--- src/rtl/run_split.sv ---
// run_split: distributes source rows into FIFOs A and B, alternating every run_len rows
// Ports:
//   clk, rst (async, active-low)
//   start, total_rows, run_len        : pass control, latched on start in IDLE
//   in_data, in_empty, rd_fifo        : FWFT source FIFO head, empty flag, pop strobe
//   full, wr_fifo, out_data           : destination full flags, push strobes, row ([0]=A, [1]=B)
//   busy, done, count_a, count_b      : status and per-destination row counts
module run_split #(
    parameter int COLUMN = 3,
    parameter int CNT_W  = 16
) (
    input  logic                   clk,
    input  logic                   rst,
    input  logic                   start,
    input  logic [CNT_W-1:0]       total_rows,
    input  logic [7:0]             run_len,
    input  logic [COLUMN-1:0][7:0] in_data,
    input  logic                   in_empty,
    input  logic [1:0]             full,
    output logic                   rd_fifo,
    output logic [1:0]             wr_fifo,
    output logic [COLUMN-1:0][7:0] out_data,
    output logic                   busy,
    output logic                   done,
    output logic [CNT_W-1:0]       count_a,
    output logic [CNT_W-1:0]       count_b
);
    typedef enum logic [1:0] {IDLE, FETCH, COMMIT, DONE} state_t;
    state_t           state;
    logic [CNT_W-1:0] tot;
    logic [CNT_W-1:0] row_cnt;
    logic [7:0]       rl;
    logic [7:0]       run_cnt;
    logic             sel;
    assign busy = state != IDLE;
    assign done = state == DONE;
    // FIFO flags are only looked at in FETCH; COMMIT is a fixed strobe cycle
    always_ff @(posedge clk or negedge rst) begin
        if (!rst) begin
            state    <= IDLE;
            tot      <= '0;
            row_cnt  <= '0;
            rl       <= 8'd1;
            run_cnt  <= '0;
            sel      <= 1'b0;
            rd_fifo  <= 1'b0;
            wr_fifo  <= 2'b00;
            out_data <= '0;
            count_a  <= '0;
            count_b  <= '0;
        end else begin
            case (state)
                IDLE: if (start) begin
                    tot     <= total_rows;
                    rl      <= (run_len == 8'd0) ? 8'd1 : run_len;
                    row_cnt <= '0;
                    run_cnt <= '0;
                    count_a <= '0;
                    count_b <= '0;
                    sel     <= 1'b0;
                    state   <= (total_rows != '0) ? FETCH : DONE;
                end
                FETCH: if (!in_empty && !full[sel]) begin
                    out_data <= in_data;
                    rd_fifo  <= 1'b1;
                    wr_fifo  <= sel ? 2'b10 : 2'b01;
                    state    <= COMMIT;
                end
                COMMIT: begin
                    rd_fifo <= 1'b0;
                    wr_fifo <= 2'b00;
                    if (sel) count_b <= count_b + 1'b1;
                    else     count_a <= count_a + 1'b1;
                    row_cnt <= row_cnt + 1'b1;
                    if (run_cnt == rl - 8'd1) begin
                        run_cnt <= 8'd0;
                        sel     <= ~sel;
                    end else begin
                        run_cnt <= run_cnt + 8'd1;
                    end
                    state <= (row_cnt == tot - 1'b1) ? DONE : FETCH;
                end
                DONE: state <= IDLE;
            endcase
        end
    end
endmodule

--- config.mk ---
export PLATFORM = sky130hd
export DESIGN_NAME = run_split
export DESIGN_NICKNAME = d
export VERILOG_FILES = /design/src/rtl/run_split.sv
export SDC_FILE = /design/constraint.sdc
export NUM_CORES = 1
export LEC_CHECK = 0
export ABC_AREA = 1
export CAP_MARGIN = 20
export CORE_ASPECT_RATIO = 0.5
export CORE_MARGIN = 1.5
export CORE_UTILIZATION = 53
export CTS_BUF_LIST = sky130_fd_sc_hd__clkbuf_16
export DETAILED_ROUTE_END_ITERATION = 16
export GPL_TIMING_DRIVEN = 0
export PLACE_DENSITY = 0.91
export SETUP_SLACK_MARGIN = 0.4
export SLEW_MARGIN = 30
export SYNTH_ARGS = -nofsm -noshare
export SYNTH_HDL_FRONTEND = slang
export SYNTH_SLANG_ARGS = --single-unit
--- constraint.sdc ---
create_clock -name clk -period 2.85 [get_ports clk]
set_clock_uncertainty 0.2 [all_clocks]
set_input_delay 0.285 -clock clk [delete_from_list [all_inputs] [get_ports clk]]
set_output_delay 0.285 -clock clk [all_outputs]
set_load 0.01 [all_outputs]
==> flow_summary.toml <==
[pwr]
ir_drop_uv = 506
powerDensity_mw_per_mm2 = 831
static-leakage-power_nw = 3.46
p_total_mw = 6.33

[sta]
slew_headroom_pct = 53.4
setup_slack_ps = 585
timing.hold.ws_ps = 233
fmax_mhz = 441
tightest_slew_ps = 693
setup_violations = 0
grt_setup_unrepaired = "no"
slew_viol_final = 0
period_minus_slack_ps = 2270
final-hold-violation-count = 0
finalCritPeriodShare_pct = 79.5
tns_ps = 0

[logic_synthesis]
synth_cell_types = 47
syn_area_per_cell_sq_um = 8.04
syn-cell-area_sq_mm = 0.00598
synthTopCellsByArea = "dfrtp_1, nand2_1, inv_1, o21ai_0, nor2_1"
ys_seq_elements = 110
yosysTopAreaCell = "dfrtp_1"
synth-edff-count = 0
ys_async_sr_fraction_pct = 100
ys_warn_count = 0
synth_top_area_share_pct = 45.6
synth_ff_type = "dfrtp_1"
syn_inst = 744
seq_area_frac_synth_pct = 46.1
syn-num-nets = 804

[cells_and_area]
design_area_sq_mm = 0.00762
drive_above_1_share_pct = 8.22
synthToLayoutAreaGrowth_pct = 27.5
final_cells = 1021
nets = 931
fin_util_pct = 69.4
insertedDiodeCount = 0

[global_route]
grt_usage_pct = 26.8
grt_pass1_wl_mm = 25.6
grt_pass1_vias = 5582
antenna_found_initial = 0
grt_max_degree = 73
grt_remaining_overflow = 0

[drt]
drt_first_pass_iters = 5
wire_per_inst_microns = 15.2
drtIter0Drc = 461
drt-total-wl_mm = 15.6
detail-route-antenna-nets = 0
drc = 0
viasPerCell = 5.45
vias = 5560

[clock_network]
cts.path.max_buffers = 2
h-tree-depth = 3
clk_latency_ps = 350
clk_pin_slew_ps = 70
cts.sinks = 110
cts_tree = "built"
clockRootBuffer = "clkbuf_16"
numCtsBuffers = 9

[place]
place_inst = 1004
gp_congestion = 0.894
hpwlAfterDp_mm = 11.5
placed_area_sq_mm = 0.00733
post-place-ws_ps = 607
io_buffers = 114

[critical_path]
criticalPathCategory = "reg -> reg"
critPathLaunchType = "flop"
endpoint_kind = "flop"
cp_max_fo = 7
slowest_delay_ps = 510
critical-path-top-delay-family = "simple AND/OR/NAND/NOR gates"
cp_slowest_cell = "dfstp_2"
cp.arrival_ps = 2290
critical_path_buf_inv_count = 1
crit_required_ps = 2870
cp_common_cell = "nand2_1"
cp_cell_sequence = "inv_1 > ha_1 > xnor2_1 > a21oi_1 > nand2_1 > nor2_1 > nand2_1 > nor2_1 > nand2_1 > nand2_1 > o21ai_0"

[floorplanning]
die_w_microns = 153
initial_core_util_pct = 54.5
num_rows = 27
coreArea_sq_mm = 0.0110
die_area_sq_mm = 0.0120
die_y_microns = 78.1
num_io_pins = 115

[run_status]
status = "finished clean"

[run]
drv_cap = 0

[min_path]
hp-class = "in -> async"
## placed cells by master, fill, tap and decap left out, types with 4 or more instances in the layout
cell,n
a21oi_1,27
inv_2,6
clkdlybuf4s50_1,113
xor2_1,22
nand4_1,14
nand3_1,37
o21ai_0,63
nor4_1,4
nor2_1,73
mux2_1,5
nand2_1,185
clkbuf_1,11
inv_1,91
mux2_2,19
dfrtp_1,109
nand2_2,4
clkbuf_16,9
nor3_1,12
nor2_2,9
xnor2_1,8
ha_1,6
## kinds of logic after synthesis
group	share of synthesized area, %
adder cells (fa/ha/maj)	1.26
buffers and inverters	7.22
XOR/XNOR	4.77
AND/OR/NAND/NOR	26.7
flip-flops	46.1
AO/OA/AOI/OAI	9.27
multiplexers	4.69
## registers in the layout (all words and copies together), names as in the netlist
register / flops
wr_fifo: 2
count_b: 16
run_cnt: 8
rl: 8
state: 2
out_data: 24
count_a: 16
rd_fifo: 1
tot: 16
sel: 1
row_cnt: 16
## layer usage
layer	routed length [microns]	vias to the layer above	track usage [%]	share of wire, %
li1	-	2657	-	-
met1	6430	2613	31.8	41
met2	7680	245	47.5	49
met3	1010	45	6.07	6.5
met4	434	0	11.4	2.8
met5	0	-	0	0
## where the power goes
| group | switching [mW] | internal [mW] |
|---|---|---|
| combinational | 1.50 | 1.19 |
| sequential | 0.407 | 2.00 |
| clock | 0.562 | 0.669 |
## layout make-up
| cell class | instances | area (sq um) |
|---|---|---|
| Clock buffer | 9 | 225 |
| Timing Repair Buffer | 116 | 1180 |
| Clock inverter | 7 | 56.3 |
| Sequential cell | 110 | 2750 |
| Buffer | 16 | 71.3 |
| Tap cell | 145 | 181 |
| Fill cell | 772 | 3360 |
| Inverter | 96 | 360 |
| Multi-Input combinational cell | 522 | 2800 |
## worst register-to-register path, cell delays in order, from the launching register on
cell,delay (ps)
dfstp_2,510
inv_1,90
ha_1,320
xnor2_1,120
a21oi_1,110
nand2_1,70
nor2_1,100
nand2_1,70
nor2_1,150
nand2_1,110
nand2_1,180
o21ai_0,110
## path summary, 6_finish.rpt
check / from / endpoint / slack (ps) / depth (start not counted)
min: rst / row_cnt[3] / 230 / 2
max reg2reg: rl[0] / run_cnt[4] / 580 / 11
max: rl[0] / run_cnt[4] / 580 / 11
min reg2reg: rd_fifo / rd_fifo / 290 / 2
min in group clk: rd_fifo / rd_fifo / 290 / 2
max in group asynchronous: rst / rl[0] / 1490 / 3
## Yosys cell counts, types with 4 or more instances
| master | number |
|---|---|
| nor4_1 | 4 |
| nand2_1 | 185 |
| nand2_2 | 4 |
| a21oi_1 | 27 |
| mux2_1 | 5 |
| inv_2 | 6 |
| nor2_1 | 74 |
| nor2_2 | 8 |
| ha_1 | 6 |
| mux2_2 | 19 |
| o21ai_0 | 63 |
| xor2_1 | 22 |
| nor3_1 | 12 |
| inv_1 | 90 |
| xnor2_1 | 8 |
| nand4_1 | 14 |
| dfrtp_1 | 109 |
| nand3_1 | 37 |
| clkbuf_1 | 11 |
## what timing repair did
action	CTS	global route
hold endpoints to repair	38	0
buffers inserted	0	0
hold buffers	1	0
endpoints found under the setup margin	0	2
resized for setup	0	1
(Power assumes the default switching activity.)
